### config.mk
export PLATFORM = sky130hd
export DESIGN_NAME = audio_step_sequencer
export DESIGN_NICKNAME = d
export VERILOG_FILES = /design/src/rtl/audio_step_sequencer.sv
export SDC_FILE = /design/constraint.sdc
export NUM_CORES = 1
export LEC_CHECK = 0
export ABC_AREA = 1
export BUFFER_PORTS_ARGS = -buffer_cell sky130_fd_sc_hd__buf_2
export CORE_MARGIN = 2
export CORE_UTILIZATION = 56
export DETAILED_ROUTE_END_ITERATION = 10
export PLACE_DENSITY_LB_ADDON = 0.2
export SLEW_MARGIN = 20
export SYNTH_ARGS = -nofsm -noshare
export SYNTH_HDL_FRONTEND = slang
export SYNTH_SLANG_ARGS = --single-unit
### constraint.sdc
create_clock -name clk_i -period 2.53 [get_ports clk_i]
set_clock_uncertainty 0.2 [all_clocks]
set_input_delay 0.253 -clock clk_i [delete_from_list [all_inputs] [get_ports clk_i]]
set_output_delay 0.253 -clock clk_i [all_outputs]
set_load 0.02 [all_outputs]
### src/rtl/audio_step_sequencer.sv
// audio_step_sequencer: turns direction+count tracking commands into timed step/dir pulses
// with soft position limits and a post-move settle hold-off.
module audio_step_sequencer #(
    parameter int unsigned STEP_PERIOD   = 50000,
    parameter int unsigned PULSE_WIDTH   = 100,
    parameter int unsigned DIR_SETUP     = 50,
    parameter int unsigned SETTLE_CYCLES = 250000,
    parameter logic [7:0]  MAX_STEPS     = 8'd64,
    parameter logic [15:0] POS_LIMIT     = 16'd2000
) (
    input  logic        clk_i,
    input  logic        rst_ni,
    input  logic        enable_i,
    input  logic        cmd_valid_i,
    input  logic        cmd_dir_i,
    input  logic [7:0]  cmd_val_i,
    output logic        cmd_ack_o,
    output logic        busy_o,
    output logic        dir_out_o,
    output logic        step_out_o,
    output logic [15:0] position_o,
    output logic        limit_hit_o
);
    localparam logic [2:0] S_IDLE = 3'd0, S_SETUP = 3'd1, S_PULSE = 3'd2, S_GAP = 3'd3, S_SETTLE = 3'd4;
    localparam logic signed [15:0] LIM = POS_LIMIT;
    logic              en_q, vld_q, cdir_q;
    logic [7:0]        cval_q;
    logic [2:0]        state_q, state_d;
    logic [31:0]       cnt_q, cnt_d;
    logic [7:0]        rem_q, rem_d, clamp;
    logic signed [15:0] pos_q, pos_d;
    logic              dir_q, dir_d, step_q, step_d, ack_q, ack_d, busy_q, busy_d, lim_q, lim_d;
    logic              chk, settle, at_lim;
    // Commands are registered first, so acceptance lands one edge after sampling.
    assign clamp  = (cval_q > MAX_STEPS) ? MAX_STEPS : cval_q;
    assign at_lim = dir_q ? (pos_q == -LIM) : (pos_q == LIM);
    always_comb begin
        state_d = state_q;
        cnt_d   = cnt_q;
        rem_d   = rem_q;
        pos_d   = pos_q;
        dir_d   = dir_q;
        step_d  = step_q;
        ack_d   = 1'b0;
        busy_d  = busy_q;
        lim_d   = 1'b0;
        chk     = 1'b0;
        settle  = 1'b0;
        case (state_q)
            S_IDLE: if (en_q && vld_q) begin
                ack_d = 1'b1;
                dir_d = cdir_q;
                rem_d = clamp;
                if (clamp != '0) begin
                    state_d = S_SETUP;
                    busy_d  = 1'b1;
                    cnt_d   = DIR_SETUP - 1;
                end
            end
            S_SETUP: if (!en_q) settle = 1'b1;
                     else if (cnt_q == '0) chk = 1'b1;
                     else cnt_d = cnt_q - 1;
            S_PULSE: begin
                cnt_d = cnt_q - 1;
                if (cnt_q == STEP_PERIOD - PULSE_WIDTH) begin
                    step_d  = 1'b0;
                    state_d = S_GAP;
                end
            end
            S_GAP: if (cnt_q != '0) cnt_d = cnt_q - 1;
                   else if (rem_q != '0 && en_q) chk = 1'b1;
                   else settle = 1'b1;
            S_SETTLE: if (cnt_q == '0) begin
                state_d = S_IDLE;
                busy_d  = 1'b0;
            end else cnt_d = cnt_q - 1;
            default: state_d = S_IDLE;
        endcase
        if (chk && at_lim) begin
            lim_d  = 1'b1;
            rem_d  = '0;
            settle = 1'b1;
        end else if (chk) begin
            state_d = S_PULSE;
            step_d  = 1'b1;
            pos_d   = dir_q ? pos_q - 16'sd1 : pos_q + 16'sd1;
            rem_d   = rem_q - 8'd1;
            cnt_d   = STEP_PERIOD - 1;
        end
        if (settle) begin
            state_d = S_SETTLE;
            cnt_d   = SETTLE_CYCLES - 1;
        end
    end
    always_ff @(posedge clk_i or negedge rst_ni) begin
        if (!rst_ni) begin
            {en_q, vld_q, cdir_q, cval_q} <= '0;
            state_q <= S_IDLE;
            cnt_q   <= '0;
            rem_q   <= '0;
            pos_q   <= '0;
            {dir_q, step_q, ack_q, busy_q, lim_q} <= '0;
        end else begin
            {en_q, vld_q, cdir_q, cval_q} <= {enable_i, cmd_valid_i, cmd_dir_i, cmd_val_i};
            state_q <= state_d;
            cnt_q   <= cnt_d;
            rem_q   <= rem_d;
            pos_q   <= pos_d;
            {dir_q, step_q, ack_q, busy_q, lim_q} <= {dir_d, step_d, ack_d, busy_d, lim_d};
        end
    end
    assign cmd_ack_o   = ack_q;
    assign busy_o      = busy_q;
    assign dir_out_o   = dir_q;
    assign step_out_o  = step_q;
    assign position_o  = pos_q;
    assign limit_hit_o = lim_q;
endmodule
# == Yosys cells after proc, flatten, opt, wreduce, memory -nomap -nowiden ==
# Index checks and enable logic that the tools add are counted.
# word_totals
input_bits,13
output_inout_bits,21
wordCells,90
reg_bits,75
# classes
n_eq_ne,10
add_sub_neg,4
n_bitwise,1
n_reduce_logical,16
n_lt_le_gt_ge,1
muxes,45
# op_table
cell,n
$mux 32,8
$pmux 32 s5,1
$mux 8,5
$eq 16x12->1 const B,2
$eq 32x16->1 const B,1
$logic_not 32->1,1
$reduce_bool 32->1,1
$sub 32x1->32 const B,1
$mux 3,7
$mux 1,19
$add 16x2->16 const B,1
$mux 16,1
$reduce_bool 8->1,2
$sub 16x2->16 const B,1
$pmux 3 s4,1
$gt 8x7->1 const B,1
$sub 8x1->8 const B,1
$eq 3x2->1 const B,2
$ne 2x2->1 const B,3
$pmux 1 s2,3
$reduce_and 2->1,3
$reduce_bool 3->1,2
$reduce_and 4->1,1
$eq 3x1->1 const B,1
other kinds (6),8

# == Depth between registers and ports, before layout ==
# Gate-level depths: netlist of the first run.
# depth
ltp_word,9
ltp_mapped,14
mapped_depth_nobuf,14

# == Worst setup path after synthesis of the first run ==
# OpenSTA, ideal clock, no wires.
# synth_timing
kind,reg-to-reg
from,"register dir_q, in the netlist dir_out_o"
to,"register pos_q[14], in the netlist position_o[14]"
path_stages_with_launch,12
t_arrival_ps,2184
path_slack_ps,28
path_buffers,0
required_ps,2211
cell_sequence,dfrtp_1 > inv_1 > fa_1 > inv_1 > nand2_1 > o21ai_0 > nand2_1 > nand2_1 > nand3_1 > nand3_1 > nand3_1 > o21a_1
# synth_via
elab_chain_cells,4
elab_cells_between_ends,5
cone_classes,mux: 2; bitwise: 1; reduce/logical: 2
# synth_lines
element,line,rtl
"start, declared",32,"logic dir_q, dir_d, step_q, step_d, ack_q, ack_d, busy_q, busy_d, lim_q, lim_d;"
"start signal, assigned",109,"{dir_q, step_q, ack_q, busy_q, lim_q} <= {dir_d, step_d, ack_d, busy_d, lim_d};"
$mux 1,36,assign at_lim = dir_q ? (pos_q == -LIM) : (pos_q == LIM);
$logic_and 1x1->1,79,if (chk && at_lim) begin
$not 1->1 (no source line),n/a,
$reduce_and 2->1 (no source line),n/a,
"end signal, assigned",108,pos_q <= pos_d;
"end, declared",31,"logic signed [15:0] pos_q, pos_d;"
# Several ways; a longest one is shown, not always the timed one.
# A chain may end at the register's enable or synchronous reset.

# == Final worst setup path of the first run ==
# layout_timing
from,"register dir_q, in the netlist dir_out_o"
to,register cnt_q[29]
# layout_via
elab_chain_cells,4
elab_cells_between_ends,5
cone_classes,mux: 4; reduce/logical: 1
# layout_lines
element,line,rtl
$mux 1 (*),36,
$logic_and 1x1->1 (*),79,
$mux 32 / $mux 1 (equally long branches),79,
$mux 32 (*),90,if (settle) begin
named net cnt_d[29],29,"logic [31:0] cnt_q, cnt_d;"
"end signal, assigned",106,cnt_q <= cnt_d;
"end, declared",29,
# The timed path passes the listed nets; every way through them passes the cells marked *.

==> results of run 1 <==
cells in the mapped netlist, drive strengths merged:
master	count	share of area
and3	1	0.0011
clkbuf	3	0.0020
o21a	2	0.0027
nor3	12	0.011
fa	1	0.0035
nand3	77	0.073
o21bai	1	0.0013
nand2	203	0.14
o31ai	1	0.0013
nor2	130	0.10
a31oi	3	0.0033
inv	111	0.074
nand4	24	0.028
nand3b	3	0.0062
o2111ai	4	0.0062
mux2i	3	0.0053
a21oi	38	0.036
nor4	2	0.0022
o211ai	7	0.0093
and2	2	0.0022
a21o	2	0.0027
o21ai	50	0.045
dfrtp	75	0.33
ha	18	0.040
xor2	26	0.040
clkinv	2	0.0013
or2	2	0.0022
buf	10	0.014
xnor2	2	0.0031
a221oi	1	0.0015
mux2	2	0.0053
o22ai	5	0.0055
timing repair:
action,in CTS,in global routing
setup endpoints to repair,11,18
buffers inserted,0,6
hold buffers,12,0
pin swaps,0,1
hold endpoints to repair,86,0
gates resized for setup,1,7
power breakdown:
part	total (mW)	switching (mW)	internal, mW
clock network	1.01	0.540	0.472
logic	4.00	2.55	1.45
registers	1.75	0.291	1.46
registers in the layout (all words and copies together), names as in the netlist:
signal,flops
step_out_o,1
dir_out_o,1
state_q,3
cval_q,8
cmd_ack_o,1
cnt_q,32
limit_hit_o,1
cdir_q,1
en_q,1
rem_q,8
position_o,16
busy_o,1
vld_q,1
cell families (layout without fill, tap and decap cells):
logic type               Yosys count  count (layout)  share of synthesized area
AND/OR/NAND/NOR                  456             456                      0.365
adder cells (fa/ha/maj)           19              19                     0.0434
buffers and inverters            126             226                     0.0907
multiplexers                       5               5                     0.0106
flip-flops                        75              75                      0.332
XOR/XNOR                          28              28                     0.0434
AO/OA/AOI/OAI                    114             114                      0.115
through the flow:
stage	instances	hold slack, ps	total power, mW	instance area [µm²]	TNS (ps)
final	1056	224	6.77	6680	0
after global routing	1056	247	7.32	6680	-17.4
after CTS	1050	238	6.62	6610	0
after detailed placement	1022	104	5.58	6280	-143
after global placement	1022	97.7	5.45	6280	0
after floorplan	823	-243	4.35	5650	0
critical path, delay by kind of cell, from the launching register on:
kind | cells | cell delay (ps)
flops | 1 | 440
compound gates | 1 | 120
fa+ha+maj | 1 | 310
simple gates | 7 | 730
buf+inv | 4 | 520
cell type report:
class,count,share of cell area
clock buffers,9,0.0185
flip-flops and latches,75,0.281
inverters,113,0.0635
repair buffers,97,0.108
well taps,133,0.0249
multi-input cells,622,0.492
clock inverters,7,0.0122
layer usage:
| layer | global-route usage | up-vias | part of all wire |
|---|---|---|---|
| met5 | 0 | - | 0 |
| met2 | 0.536 | 257 | 0.49 |
| met4 | 0.157 | 0 | 0.044 |
| li1 | - | 2874 | - |
| met3 | 0.0539 | 60 | 0.074 |
| met1 | 0.374 | 2728 | 0.39 |
how the worst max path moves through the flow:
stage	startpoint	endpoint	slack (ps)	cells after the start
finish	dir_out_o$_DFFE_PN0P_	cnt_q[29]$_DFF_PN0_	110	13
detailed placement	dir_out_o$_DFFE_PN0P_	position_o[14]$_DFFE_PN0P_	-60	11
floorplan	dir_out_o$_DFFE_PN0P_	position_o[14]$_DFFE_PN0P_	30	11
global placement	dir_out_o$_DFFE_PN0P_	cnt_q[22]$_DFF_PN0_	50	11
global route	dir_out_o$_DFFE_PN0P_	position_o[14]$_DFFE_PN0P_	-20	12
CTS	dir_out_o$_DFFE_PN0P_	position_o[11]$_DFFE_PN0P_	80	14
==> metrics, run 1 <==
outcome=finished clean; sequential share of the synthesized area=0.332; startpoint types=register; final net count=950; DR vias/cell=5.61; PnR worst setup slack=112 ps; Hold Violations, Final=0; first-pass GRT wire length=27400 µm; final period utilization=0.956; Distinct cells, synth=48; Sequential Area=0.00188 mm²; Leak Pwr=3.59 nW; Final Core Density=0.683; CP max-delay cell=dfrtp_2; Antenna Nets Post-Route=0; Max-Cap Viols=0; syn_area_per_cell=6.87 µm²; Gate Count Post-Synth=823; most common cell after layout, fill and taps aside=nand2_1; GP Congestion=1.01; max incr delay on CP=440 ps; Setup violations, final=0; pre-CTS setup slack=-63.7 ps; initial core utilization=0.578; worst-skew pair later-pin latency=380 ps; Synth warnings=0; vias in the first global route=5862; Synth Register Bits=75; Peak VDD IR=0.000558 V; CP Max Fanout=12; CORE AREA=0.00977 mm²; clk sink count=75; FILL cells=886; Reg clk slew, reported paths=90 ps; Crit path required time=2620 ps; drt wl/cell=15.5 µm; RR Startpoint=dir_out_o$_DFFE_PN0P_; clock buffer count from CTS=9; Worst Path Class, Setup=register to register; Antenna Cells=0; crit-path cells=clkbuf_4, ha_1, inv_1, nand2_1, nor2_1, nand3_1, nor2_4, nand3b_4, nand3_2, inv_2, buf_12, nand2_1, a21oi_1; die height=104 µm; WL final=16400 µm; clock root buffer=clkbuf_8; Max Freq=414 MHz; DR vias=5919; Worst R2R Path Depth=13; Area Growth Syn to Fin=18.1%; most frequent CP cell=nand2_1; drt drc=0; Die Span X=104 µm; area taken by multi-input logic gates=0.00328 mm²; CTS tree=built; synthesized net count=855; R2R Path End=cnt_q[29]$_DFF_PN0_; most frequent cells in the layout=nand2_1 (197), nor2_1 (111), inv_1 (101), nand3_1 (74), dfrtp_1 (74); DR pass1 iterations=5; Worst-Margin Slew=742 ps; global route total overflow=0; Reg2Reg Setup Slack=110 ps; hpwl dp=12200 µm; largest net degree at the start of global routing=76; mapped cell area=0.00565 mm²; FP Rows=36; layout cell share with drive strength beyond 1=0.163; Min-Delay Path Class=input pin to async pin; clock buffer depth=2; max_slew headroom=0.505; P per Cell Area=1010 mW/mm²; IO Port Bufs=33; first-iteration detailed-routing DRC count=487; antenna violations before repair=0; CP arrival=2510 ps; crit end category=register; Min Clock Period, post-route=2420 ps; gr usage total=0.312; max-slew violations=0; die area=0.0109 mm²; I/O pins=34; Clock H-tree levels=3
Power figures use the tool's default switching activity.
==> run 2, diff against run 1 <==
==> constraint.sdc (replaced) <==
create_clock -name clk_i -period 2.53 [get_ports clk_i]
set_clock_uncertainty 0.2 [all_clocks]
set_input_delay 0.3795 -clock clk_i [delete_from_list [all_inputs] [get_ports clk_i]]
set_output_delay 0.3795 -clock clk_i [all_outputs]
set_load 0.02 [all_outputs]
==> run 2 against run 1 <==
Critical path depth shrank 2. First-iteration DRC count grew 16%. Sequential power is essentially flat. Flip-flop and latch count is the same. Cell count grew 0.47%. Utilization grew 0.82 points. Hold slack gained 52 ps. Die area is the same. Global-route usage is essentially flat. Combinational power grew 2%. Non-clock buffer count grew 5. Critical path type unchanged. Highest routed layer unchanged.
==> metrics, run 2 (same netlist as run 1, synthesis figures left out) <==
outcome=finished clean (unchanged); first-pass GRT wire length=27500 µm (was 27400 µm); clock root buffer=clkbuf_8 (unchanged); Worst Path Class, Setup=register to register (unchanged); Crit path required time=2570 ps (was 2620 ps); clk sink count=75 (unchanged); RR Startpoint=dir_out_o$_DFFE_PN0P_ (unchanged); largest net degree at the start of global routing=42 (was 76); worst-skew pair later-pin latency=380 ps (about the same); CP Max Fanout=7 (was 12); Peak VDD IR=0.000536 V (was 0.000558 V); Min-Delay Path Class=register to register (was input pin to async pin); CP max-delay cell=dfrtp_2 (unchanged); clock buffer count from CTS=9 (unchanged); final net count=955 (was 950); P per Cell Area=1000 mW/mm² (was 1010 mW/mm²); non-filler cells, final=1061 (was 1056); Antenna Cells=0 (unchanged); global route total overflow=0 (unchanged); R2R Path End=cnt_q[15]$_DFF_PN0_ (was cnt_q[29]$_DFF_PN0_); IO Port Bufs=33 (unchanged); Min Clock Period, post-route=2470 ps (was 2420 ps); hold depth=2; Max Freq=405 MHz (was 414 MHz); crit-path cells=buf_4, ha_1, nand2_1, nor2_4, nand4_4, nor2_4, nand3b_4, nand3_4, buf_4, a21oi_2, o21ai_1 (was clkbuf_4, ha_1, inv_1, nand2_1, nor2_1, nand3_1, nor2_4, nand3b_4, nand3_2, inv_2, buf_12, nand2_1, a21oi_1); TNS Setup=0 ps (unchanged); die area=0.0109 mm² (unchanged); startpoint types=register (unchanged); Hold Violations, Final=0 (unchanged); clock buffer depth=2 (unchanged); max_slew headroom=0.497 (was 0.505); P_int=3.33 mW (was 3.39 mW); HP Start=cdir_q$_DFF_PN0_; WL final=17100 µm (was 16400 µm); tightest hold margin=277 ps (was 224 ps); Setup violations, final=0 (unchanged); hpwl dp=12300 µm (was 12200 µm); vias in the first global route=5903 (was 5862); Clock H-tree levels=3 (unchanged); placed insts=1022 (unchanged); met2 usage=0.535 (was 0.536); gr usage total=0.312 (about the same); met1 Track Usage GR=0.374 (about the same); drt drc=0 (unchanged); crit end category=register (unchanged); met3 usage=0.0526 (was 0.0539); DR vias=6072 (was 5919); Reg2Reg Setup Slack=60 ps (was 110 ps); first-iteration detailed-routing DRC count=565 (was 487); CP arrival=2510 ps (about the same); clock share of power=0.135 (was 0.149); most frequent cells in the layout=nand2_1 (195), nor2_1 (109), inv_1 (101), nand3_1 (74), dfrtp_1 (74) (was nand2_1 (197), nor2_1 (111), inv_1 (101), nand3_1 (74), dfrtp_1 (74)); DR pass1 iterations=8 (was 5); Worst R2R Path Depth=11 (was 13); Final Core Density=0.691 (was 0.683); die height=104 µm (unchanged); pre-CTS setup slack=-14.1 ps (was -63.7 ps); drt wl/cell=16.1 µm (was 15.5 µm); Area Growth Syn to Fin=19.5% (was 18.1%); max incr delay on CP=500 ps (was 440 ps); Die Span X=104 µm (unchanged); CORE AREA=0.00977 mm² (unchanged); worst hold endpoint=dir_out_o$_DFFE_PN0P_; max-slew violations=0 (unchanged); GP Congestion=1.01 (about the same); net switching component of the power=3.45 mW (was 3.38 mW); PnR worst setup slack=62.4 ps (was 112 ps); Reg power frac=0.261 (was 0.259); max FFs per register=32 (unchanged); I/O pins=34 (unchanged); layout cell share with drive strength beyond 1=0.176 (was 0.163); Sw Ratio=0.509 (was 0.499); Leak Pwr=3.61 nW (was 3.59 nW); Biggest register=cnt_q (unchanged); CTS tree=built (unchanged); Max-Cap Viols=0 (unchanged); final period utilization=0.975 (was 0.956); initial core utilization=0.578 (unchanged); DR vias/cell=5.72 (was 5.61); most common cell after layout, fill and taps aside=nand2_1 (unchanged); Combinational Power Share=0.604 (was 0.591); Antenna Nets Post-Route=0 (unchanged); FP Rows=36 (unchanged); gr busiest metal=met2 (unchanged); Reg clk slew, reported paths=90 ps (about the same); Worst-Margin Slew=755 ps (was 742 ps); antenna violations before repair=0 (unchanged)
-- run 2: power by group through the flow --
stage | Combinational, mW | Clock (mW) | Sequential [mW]
5_1_grt | 4.52 | 0.959 | 1.80
2_1_floorplan | 2.58 | 0 | 1.76
4_1_cts | 3.81 | 0.907 | 1.77
6_report | 4.09 | 0.912 | 1.77
3_3_place_gp | 3.68 | 0 | 1.78
3_5_place_dp | 3.77 | 0 | 1.79
-- run 2: layout make-up --
| class | instances | area (µm²) |
|---|---|---|
| Timing Repair Buffer | 102 | 786 |
| Multi-Input combinational cell | 622 | 3320 |
| Clock inverter | 7 | 58.8 |
| Fill cell | 828 | 3020 |
| Sequential cell | 75 | 1880 |
| Inverter | 113 | 429 |
| Tap cell | 133 | 166 |
| Clock buffer | 9 | 124 |
-- run 2: routing by layer --
layer  wire [µm]  vias up
li1            -     2879
met1        6770     2825
met2        8350      299
met3        1230       69
met4         701        0
met5           0        -
-- run 2: through the flow --
| stage | total power, mW | instance area [µm²] |
|---|---|---|
| 5_1_grt | 7.28 | 6760 |
| 4_1_cts | 6.49 | 6590 |
| 3_5_place_dp | 5.56 | 6280 |
| 6_report | 6.78 | 6760 |
| 3_3_place_gp | 5.46 | 6280 |
| 2_1_floorplan | 4.35 | 5650 |
-- run 2: worst max path at each step --
stage	start	to	slack, ps	cells after the start
2_1_floorplan	dir_out_o$_DFFE_PN0P_	position_o[14]$_DFFE_PN0P_	30	11
3_3_place_gp	dir_out_o$_DFFE_PN0P_	cnt_q[22]$_DFF_PN0_	50	11
3_5_place_dp	dir_out_o$_DFFE_PN0P_	cnt_q[4]$_DFF_PN0_	-10	11
4_1_cts	dir_out_o$_DFFE_PN0P_	cnt_q[4]$_DFF_PN0_	100	11
5_1_grt	dir_out_o$_DFFE_PN0P_	position_o[8]$_DFFE_PN0P_	-20	14
6_report	dir_out_o$_DFFE_PN0P_	cnt_q[15]$_DFF_PN0_	60	11
-- run 2: repair_timing --
| item | 4_1_cts | 5_1_grt |
|---|---|---|
| pin swaps | 0 | 4 |
| gates resized for setup | 1 | 24 |
| hold endpoints to repair | 45 | 0 |
| hold buffers | 12 | 0 |
| endpoints found under the setup margin | 8 | 17 |
| cloned | 0 | 2 |
| buffers inserted | 0 | 9 |
-- run 2: worst max-delay path: cells and delay by family (launching register included) --
kind / cells / cell delay, ps
DFF: 1 / 500
AOI/OAI and AO/OA: 2 / 200
adders and majority gates: 1 / 290
and+or+nand+nor: 6 / 800
buffers and inverters: 2 / 340
